--- src/rtl/alu_arb_pkg.sv ---
// Shared definitions for the ALU share arbiter: ALU control codes, FSM state encoding, defaults.
// Optional statistics counters are enabled with the ALU_ARB_STATS_EN macro.
package alu_arb_pkg;

  localparam int WIDTH_DEF = 32;

  localparam logic [2:0] OP_AND = 3'b000;
  localparam logic [2:0] OP_OR  = 3'b001;
  localparam logic [2:0] OP_ADD = 3'b010;
  localparam logic [2:0] OP_MUL = 3'b011;
  localparam logic [2:0] OP_SUB = 3'b110;
  localparam logic [2:0] OP_SLT = 3'b111;

  typedef enum logic [1:0] {
    ST_IDLE = 2'd0,
    ST_EXEC = 2'd1,
    ST_RESP = 2'd2
  } arb_state_t;

  // Codes 100/101 have no ALU meaning; they complete with a forced zero result.
  function automatic logic op_supported(input logic [2:0] ctrl);
    return !((ctrl == 3'b100) || (ctrl == 3'b101));
  endfunction

endpackage

--- src/rtl/alu_rr_pick.sv ---
// Two-way round-robin picker: a lone valid requester wins, a tie goes to the one not served last.
module alu_rr_pick (
  input  logic [1:0] valid,
  input  logic       last,
  output logic [1:0] grant,
  output logic       id
);

  always_comb begin
    grant = 2'b00;
    id    = 1'b0;
    case (valid)
      2'b01: begin
        grant = 2'b01;
        id    = 1'b0;
      end
      2'b10: begin
        grant = 2'b10;
        id    = 1'b1;
      end
      2'b11: begin
        if (last) begin
          grant = 2'b01;
          id    = 1'b0;
        end else begin
          grant = 2'b10;
          id    = 1'b1;
        end
      end
      default: begin
        grant = 2'b00;
        id    = 1'b0;
      end
    endcase
  end

endmodule

--- src/rtl/alu_share_arbiter.sv ---
// Shares one combinational ALU between two requesters with round-robin grant and a tagged response.
// Defining ALU_ARB_STATS_EN adds saturating per-requester grant counters.
module alu_share_arbiter
  import alu_arb_pkg::*;
#(
  parameter int WIDTH      = WIDTH_DEF,
  parameter int MUL_CYCLES = 3,
  parameter int CNT_W      = 16
) (
  input  logic             clk_i,
  input  logic             rst_i,
  input  logic             req0_valid_i,
  output logic             req0_ready_o,
  input  logic [2:0]       req0_ctrl_i,
  input  logic [WIDTH-1:0] req0_data1_i,
  input  logic [WIDTH-1:0] req0_data2_i,
  input  logic             req1_valid_i,
  output logic             req1_ready_o,
  input  logic [2:0]       req1_ctrl_i,
  input  logic [WIDTH-1:0] req1_data1_i,
  input  logic [WIDTH-1:0] req1_data2_i,
  output logic             resp_valid_o,
  input  logic             resp_ready_i,
  output logic             resp_id_o,
  output logic [WIDTH-1:0] resp_data_o,
  output logic             resp_zero_o,
  output logic [WIDTH-1:0] alu_data1_o,
  output logic [WIDTH-1:0] alu_data2_o,
  output logic [2:0]       alu_ctrl_o,
  input  logic [WIDTH-1:0] alu_data_i,
  input  logic             alu_zero_i,
`ifdef ALU_ARB_STATS_EN
  output logic [CNT_W-1:0] grant0_cnt_o,
  output logic [CNT_W-1:0] grant1_cnt_o,
`endif
  output logic [1:0]       dbg_state_o
);

  // Handshake: a request transfers on a rising edge where reqN_valid_i and reqN_ready_o are both 1;
  // the response transfers where resp_valid_o and resp_ready_i are both 1. Valid may drop freely.

  localparam int HOLD_W = (MUL_CYCLES < 1) ? 1 : $clog2(MUL_CYCLES + 1);
  localparam logic [HOLD_W-1:0] HOLD_MUL = HOLD_W'(MUL_CYCLES);
  localparam logic [HOLD_W-1:0] HOLD_ONE = HOLD_W'(1);

  arb_state_t        state;
  logic              last;
  logic [1:0]        grant;
  logic              pick_id;
  logic              accept;
  logic [2:0]        sel_ctrl;
  logic [WIDTH-1:0]  sel_data1;
  logic [WIDTH-1:0]  sel_data2;
  logic [2:0]        op_ctrl;
  logic [WIDTH-1:0]  op_data1;
  logic [WIDTH-1:0]  op_data2;
  logic              op_id;
  logic [HOLD_W-1:0] hold_cnt;

  alu_rr_pick u_pick (
    .valid ({req1_valid_i, req0_valid_i}),
    .last  (last),
    .grant (grant),
    .id    (pick_id)
  );

  assign req0_ready_o = (state == ST_IDLE) && grant[0];
  assign req1_ready_o = (state == ST_IDLE) && grant[1];
  assign accept       = (state == ST_IDLE) && (grant != 2'b00);
  assign dbg_state_o  = state;

  assign sel_ctrl  = pick_id ? req1_ctrl_i  : req0_ctrl_i;
  assign sel_data1 = pick_id ? req1_data1_i : req0_data1_i;
  assign sel_data2 = pick_id ? req1_data2_i : req0_data2_i;

  always_ff @(posedge clk_i) begin
    if (rst_i) begin
      state        <= ST_IDLE;
      last         <= 1'b1;
      op_ctrl      <= 3'b000;
      op_data1     <= '0;
      op_data2     <= '0;
      op_id        <= 1'b0;
      hold_cnt     <= '0;
      resp_valid_o <= 1'b0;
      resp_id_o    <= 1'b0;
      resp_data_o  <= '0;
      resp_zero_o  <= 1'b0;
      alu_data1_o  <= '0;
      alu_data2_o  <= '0;
      alu_ctrl_o   <= 3'b000;
    end else begin
      case (state)
        ST_IDLE: begin
          if (accept) begin
            op_ctrl  <= sel_ctrl;
            op_data1 <= sel_data1;
            op_data2 <= sel_data2;
            op_id    <= pick_id;
            last     <= pick_id;
            hold_cnt <= (sel_ctrl == OP_MUL) ? HOLD_MUL : HOLD_ONE;
            state    <= ST_EXEC;
          end
        end
        ST_EXEC: begin
          // Operands sit on the ALU for hold_cnt cycles, then the settled result is captured.
          if (hold_cnt != '0) begin
            alu_data1_o <= op_data1;
            alu_data2_o <= op_data2;
            alu_ctrl_o  <= op_ctrl;
            hold_cnt    <= hold_cnt - HOLD_ONE;
          end else begin
            alu_data1_o  <= '0;
            alu_data2_o  <= '0;
            alu_ctrl_o   <= 3'b000;
            resp_valid_o <= 1'b1;
            resp_id_o    <= op_id;
            if (op_supported(op_ctrl)) begin
              resp_data_o <= alu_data_i;
              resp_zero_o <= alu_zero_i;
            end else begin
              resp_data_o <= '0;
              resp_zero_o <= 1'b1;
            end
            state <= ST_RESP;
          end
        end
        ST_RESP: begin
          if (resp_ready_i) begin
            resp_valid_o <= 1'b0;
            state        <= ST_IDLE;
          end
        end
        default: state <= ST_IDLE;
      endcase
    end
  end

`ifdef ALU_ARB_STATS_EN
  always_ff @(posedge clk_i) begin
    if (rst_i) begin
      grant0_cnt_o <= '0;
      grant1_cnt_o <= '0;
    end else begin
      if (req0_valid_i && req0_ready_o && (grant0_cnt_o != '1)) begin
        grant0_cnt_o <= grant0_cnt_o + 1'b1;
      end
      if (req1_valid_i && req1_ready_o && (grant1_cnt_o != '1)) begin
        grant1_cnt_o <= grant1_cnt_o + 1'b1;
      end
    end
  end
`else
  logic unused_cnt_w;
  assign unused_cnt_w = ^(32'(CNT_W));
`endif

endmodule

--- config.mk ---
export PLATFORM = sky130hd
export DESIGN_NAME = alu_share_arbiter
export DESIGN_NICKNAME = d
export VERILOG_FILES = /design/src/rtl/alu_arb_pkg.sv /design/src/rtl/alu_rr_pick.sv /design/src/rtl/alu_share_arbiter.sv
export SDC_FILE = /design/constraint.sdc
export NUM_CORES = 1
export LEC_CHECK = 0
export CAP_MARGIN = 20
export CORE_ASPECT_RATIO = 1.25
export CORE_MARGIN = 1
export CORE_UTILIZATION = 44
export DETAILED_ROUTE_END_ITERATION = 6
export PLACE_DENSITY = 0.77
export SYNTH_ARGS = -nofsm -noshare
export SYNTH_HDL_FRONTEND = slang
export SYNTH_SLANG_ARGS = --single-unit
--- constraint.sdc ---
create_clock -name clk_i -period 1.8 [get_ports clk_i]
set_clock_uncertainty 0.1 [all_clocks]
set_input_delay 0.27 -clock clk_i [delete_from_list [all_inputs] [get_ports clk_i]]
set_output_delay 0.27 -clock clk_i [all_outputs]
set_load 0.03 [all_outputs]
==> metrics.cfg, run 1 <==
[job]
max_cap_viol_count = 0

[synthesis]
syn_inst = 880
syn_area_per_cell_um2 = 8.35
ys_seq_area_share_pct = 47.7
yosys_warnings = 0
synth-seq-cells = 175
syn-num-nets = 1053
netlist_area_um2 = 7350
yosysUniqueCellTypes = 32

[placement]
dpl.hpwl_um = 15300
place_congestion = 0.828
port_buffers = 277

[layout]
multi_input_area_um2 = 3470
nNetsFinal = 1299
drive_gt1_share_pct = 10.6
fillers = 1383
seq_area_um2 = 3510
antenna_cells = 0
areaGrowthSynthToFinish_pct = 50.5

[pwr]
power.leakage_nw = 4.46
swShare_pct = 30.0
combPwrFrac_pct = 25.6
p_int_w = 0.00779
pwr-share-clk_pct = 34.3
seq_power_share_pct = 40.1
netSwitchingPower_w = 0.00334
vdd_drop_max_v = 0.000665
powerDensity_nw_per_um2 = 1010
power_w = 0.0111

[sta]
slew_headroom_pct = 66.3
timing_worst_slew_pin_value_ns = 0.506
rsz0062_at_grt = false
fin_crit_ns = 1.72
report.final.setup_viol = 0
worst_hold_slack_ns = 0.169
slew_viol_final = 0
finalCritPeriodShare_pct = 95.3
hold_violations = 0
max_freq_mhz = 583

[worst_setup_path]
critPathArrivalTime_ns = 1.35
end_kind = output pin
path_buf_inv = 2
cp_cell_sequence = buf_4 > nor3_4 > buf_6
slowest_stage = dfxtp_2
path_max_fanout = 9
ff2ff_setup_slack_ns = 0.18
required_ns = 1.43
critical_path_class = register to output pin
crit_start = dbg_state_o[0]$_SDFFE_PP0P_
worstSetupStartpointType = register
r2r-start = dbg_state_o[0]$_SDFFE_PP0P_
cp_top_family = flip-flops
slowest_delay_ns = 0.37

[min_path]
hp-start = rst_i
hold_class = primary input to register

[global_route]
grt_pass1_wl_um = 35800
grt_remaining_overflow = 0
grt_pass1_vias = 7118
antenna_found_initial = 0
grt_max_degree = 57
grt_use_total_pct = 26.2

[drt]
postRouteAntennaNets = 0
wl_per_cell_um = 16.6
wirelength_um = 22500
route.detailed.drc = 0
viasPerCell = 5.39
firstDrtPassIters = 5
num_vias = 7298
drt-initial-drc-count = 336

[clock_tree]
numCtsBuffers = 17
clkSinkCount = 175
clk_pin_slew_ns = 0.07
htree_levels = 4
clk_path_buf_depth = 2
cts_tree = yes
insertion_delay_ns = 0.43
root_buffer = clkbuf_16

[floorplan]
dieArea_um2 = 17200
rows = 52
die_h_um = 146
initial_core_util_pct = 45.2
io_pins = 278
die_x_um = 118
core-area_um2 = 16300

[run_status]
status = finished, final reports clean

-- through the flow --
stage          util, %  TNS (ns)  setup slack (ns)  std cells  instance area, um2
2_1_floorplan        -         0            0.0606        880                7350
3_3_place_gp      64.8     -5.21           -0.0986       1322               10500
3_5_place_dp      64.8     -8.73            -0.197       1322               10500
4_1_cts           67.9         0          0.000150       1355               11000
5_1_grt           68.0         0            0.0302       1355               11100
6_report          68.0         0            0.0840       1355               11100
-- final timing paths --
path,endpoint,cells past startpoint
max,req1_ready_o,3
min,alu_data1_o[2]$_SDFFE_PP0N_,2
max reg2reg,op_data2[9]$_SDFFE_PP0P_,5
min reg2reg,alu_data2_o[1]$_SDFFE_PP0N_,2
-- routing by layer --
metal / GRT usage, % / share of wire, % / vias to the layer above
li1: - / - / 3576
met1: 30.8 / 40 / 3363
met2: 44.9 / 49 / 303
met3: 5.98 / 6.2 / 56
met4: 12.7 / 3.9 / 0
met5: 0 / 0 / -
-- sequential cells by signal, indices dropped and copies added (netlist names) --
register	flops
op_data2	32
op_data1	32
resp_zero_o	1
resp_valid_o	1
resp_id_o	1
op_id	1
alu_data2_o	32
resp_data_o	32
last	1
alu_ctrl_o	3
dbg_state_o	2
alu_data1_o	32
hold_cnt	2
op_ctrl	3
-- power groups by stage --
stage	Combinational (W)	Clock [W]	Sequential [W]
floorplan	0.00145	0	0.00476
global placement	0.00287	0	0.00453
detailed placement	0.00291	0	0.00454
CTS	0.00285	0.00389	0.00445
global route	0.00308	0.00406	0.00450
finish	0.00285	0.00382	0.00446
-- what timing repair did --
item                                    4_1_cts  5_1_grt
endpoints found under the setup margin      100        5
buffers inserted                              1        0
pin swaps                                     1        0
hold buffers                                  0        0
gates resized for setup                     101        7
-- cells by family (layout without fill, tap and decap cells) --
| logic type | Yosys count | count (layout) | synth area share (%) |
|---|---|---|---|
| AO/OA/AOI/OAI | 248 | 248 | 23.4 |
| adder cells (fa/ha/maj) | 1 | 1 | 0.170 |
| buffers and inverters | 95 | 354 | 5.67 |
| flip-flops | 175 | 175 | 47.7 |
| AND/OR/NAND/NOR | 361 | 361 | 23.1 |
-- Yosys cell counts --
cell type	number	area, um2
dfxtp_1	175	3500
inv_1	2	7.51
o21bai_1	1	7.51
or2_1	1	6.26
a21boi_2	1	11.3
clkbuf_1	69	259
a2bb2oi_1	1	8.76
clkbuf_2	1	5.00
o21ba_2	1	10.0
nor3_1	3	15.0
nand4_1	2	12.5
a21bo_2	1	10.0
a21oi_1	171	856
buf_2	17	85.1
nor3b_1	2	15.0
nor2_2	1	6.26
nand2_1	236	886
a221o_1	1	10.0
nor2_1	8	30.0
nand2b_1	3	18.8
nand3b_1	69	518
a21boi_0	1	7.51
buf_6	4	45.0
buf_4	2	15.0
a311oi_1	38	333
and2_1	1	6.26
ha_1	1	12.5
nor2b_1	2	12.5
a211oi_1	2	15.0
a311oi_2	30	450
nand3_1	32	160
and3b_1	1	8.76
-- final cells by class --
cell class / count / area share, %
clock buffer: 20 / 4.13
multi-input combinational: 610 / 31.4
tap: 216 / 2.44
clock inverter: 12 / 1.41
sequential: 175 / 31.7
inverter: 2 / 0.0679
timing repair buffer: 320 / 28.8
-- cells in the final DEF, fill, tap and decap left out, drive strengths merged, types with 2 or more instances in the layout --
cell / n
nor2: 9
buf: 48
nand2b: 3
clkdlybuf4s50: 169
nor3b: 2
a311oi: 68
dlymetal6s2s: 4
dlygate4sd2: 99
a21boi: 2
inv: 5
clkbuf: 20
nand2: 236
nor3: 3
clkinv: 5
dfxtp: 175
nand3b: 69
a21oi: 171
nor2b: 2
a211oi: 2
nand3: 32
bufinv: 3
nand4: 2
Note: power is estimated with default switching activity, not from simulation.
==> run 2, diff against run 1 <==
- CAP_MARGIN: 20 -> not set
- CORE_UTILIZATION: 44 -> 40
- PLACE_DENSITY: 0.77 -> 0.74
- clock period: 1.8 -> 1.4 ns (I/O delays scaled with it)
==> run 2 against run 1 <==
  * The flow now finishes with violations (setup timing)
  * Combinational power increased by 120%
  * Sequential share of layout area fell by 6.1 points
  * Utilization rose by 8.2 points
  * Global-route usage up 3.2 points
  * Setup slack worse by 0.37 ns
  * Critical path depth unchanged
  * Register-to-register slack got worse by 0.47 ns
  * Final cell count grew 7.5%
  * Final area increased by 24%
  * Sequential power up 30%
  * Critical endpoint unchanged
==> metrics.cfg, run 2 (same netlist as run 1, synthesis figures left out) <==
[sta]
fin_crit_ns = 1.69
setup_tns_ns = -20.02  ; -20.02 ns
report.final.setup_viol = 177  ; +177
max_freq_mhz = 593
timing_worst_slew_pin_value_ns = 0.381  ; -0.125 ns
slew_viol_final = 0  ; unchanged
slew_headroom_pct = 74.6  ; +8.3 points
worst_hold_slack_ns = 0.0483  ; -0.120 ns
rsz0062_at_grt = true
hold_violations = 0  ; unchanged
finalCritPeriodShare_pct = 120
fin_ws_ns = -0.286  ; -0.370 ns

[layout]
nNetsFinal = 1389  ; +6.9%
layout_common_cells = 169 x dfxtp_1, 168 x clkdlybuf4s50_1, 135 x nand2_1
drive_gt1_share_pct = 43.9  ; +33 points
antenna_cells = 0  ; unchanged
fillers = 1195  ; -14%
final_common_cell = dfxtp_1
instances_no_fill = 1457  ; +7.5%
areaGrowthSynthToFinish_pct = 87.0

[floorplan]
die_h_um = 154  ; +4.8%
dieArea_um2 = 18900  ; +9.8%
die_x_um = 123  ; +4.8%
core-area_um2 = 18000  ; +11%
initial_core_util_pct = 40.7  ; -4.4 points
rows = 55  ; +5.8%
io_pins = 278  ; unchanged

[drt]
drt-initial-drc-count = 573  ; +71%
wl_per_cell_um = 22.2  ; +34%
postRouteAntennaNets = 0  ; unchanged
wirelength_um = 32400  ; +44%
route.detailed.drc = 0  ; unchanged
firstDrtPassIters = 5  ; unchanged
viasPerCell = 5.76  ; +7.0%
num_vias = 8398  ; +15%

[global_route]
grtUsageMet3_pct = 6.16  ; +0.18 points
use_met2_pct = 51.9  ; +7.0 points
grt_remaining_overflow = 0  ; unchanged
use_met1_pct = 32.8  ; +2.0 points
grt_use_total_pct = 29.4  ; +3.2 points
grt_pass1_wl_um = 42200  ; +18%
grt_pass1_vias = 7749  ; +8.9%
antenna_found_initial = 0  ; unchanged
grt_max_degree = 43  ; -25%
busiest_layer = met2

[placement]
dpl.hpwl_um = 15500  ; +1.1%
port_buffers = 277  ; unchanged
place_congestion = 0.812  ; -2.0%
placed_cells_incl_taps = 1343  ; +1.6%

[worst_setup_path]
worstSetupStartpointType = register
r2r_cells = 6  ; +1
end_kind = output pin
critPathArrivalTime_ns = 1.38  ; +0.03 ns
path_max_fanout = 6  ; -3
critical_path_class = register to output pin
required_ns = 1.09  ; -0.34 ns

[run_status]
violations = setup timing
status = finished with violations

[clock_tree]
clk_pin_slew_ns = 0.07  ; about the same
root_buffer = clkbuf_16
clk_path_buf_depth = 2  ; unchanged
numCtsBuffers = 17  ; unchanged
insertion_delay_ns = 0.43  ; about the same
clkSinkCount = 175  ; unchanged
cts_tree = yes
htree_levels = 4  ; unchanged

[min_path]
hold_class = primary input to register
hold_depth = 2  ; unchanged

[pwr]
power.leakage_nw = 5.24  ; +18%
power_w = 0.0171  ; +54%
vdd_drop_max_v = 0.000941  ; +41%
powerDensity_nw_per_um2 = 1250  ; +24%

[job]
max_cap_viol_count = 0  ; unchanged

run 2: cell count changes in the layout (fill, tap and decap cells not counted), moves of 33 or more:
cell and delta:
buf_2 +77, nand2_2 +66, a21oi_1 -59, buf_6 +33, a21oi_2 +59, buf_12 +33
dlygate4sd2_1 -97, nand2_4 +35, nand2_1 -101
run 2: cell type report:
type / count / area (um2) / area share, %
clock inverter: 15 / 200 / 1.46
clock buffer: 17 / 425 / 3.10
sequential: 175 / 3520 / 25.6
multi-input combinational: 611 / 4590 / 33.4
timing repair buffer: 409 / 4710 / 34.3
inverter: 2 / 7.51 / 0.0546
tap: 228 / 285 / 2.08
run 2: timing repair:
item,4_1_cts,5_1_grt
cloned,20,25
gates resized for setup,490,279
setup endpoints to repair,188,232
endpoints found under the hold margin,0,0
hold buffers,0,0
buffers inserted,37,18
pin swaps,110,136
run 2: where the power goes:
part	internal, W	switching [W]
registers	0.00547	0.000331
clock network	0.00288	0.00222
logic	0.00313	0.00310
run 2: metal layers:
metal / wire (um) / vias up
met2: 16400 / 459
met4: 1580 / 0
met3: 2520 / 113
met1: 11900 / 4043
li1: - / 3783
met5: 0 / -
run 2: worst max-delay path: stages, from the launching register on:
cell     delay, ns
dfxtp_4       0.38
buf_6         0.14
nor3_4        0.25
buf_6         0.18
run 2: final timing paths:
check                                from                           end  slack [ns]
max           dbg_state_o[0]$_SDFFE_PP0P_                  req1_ready_o       -0.29
min                                 rst_i    alu_ctrl_o[1]$_SDFFE_PP0N_        0.05
max reg2reg   dbg_state_o[0]$_SDFFE_PP0P_      op_data2[4]$_SDFFE_PP0P_       -0.29
min reg2reg  alu_data1_o[11]$_SDFFE_PP0N_  alu_data1_o[11]$_SDFFE_PP0N_        0.35
run 2: per-stage QoR:
step / worst slack [ns] / area [um2] / util (%)
final: -0.286 / 13700 / 76.2
after detailed placement: -0.566 / 10900 / 60.2
after CTS: -0.322 / 13000 / 71.9
after floorplan: -0.117 / 7450 / -
after global routing: -0.342 / 13700 / 76.2
after global placement: -0.522 / 10900 / 60.2
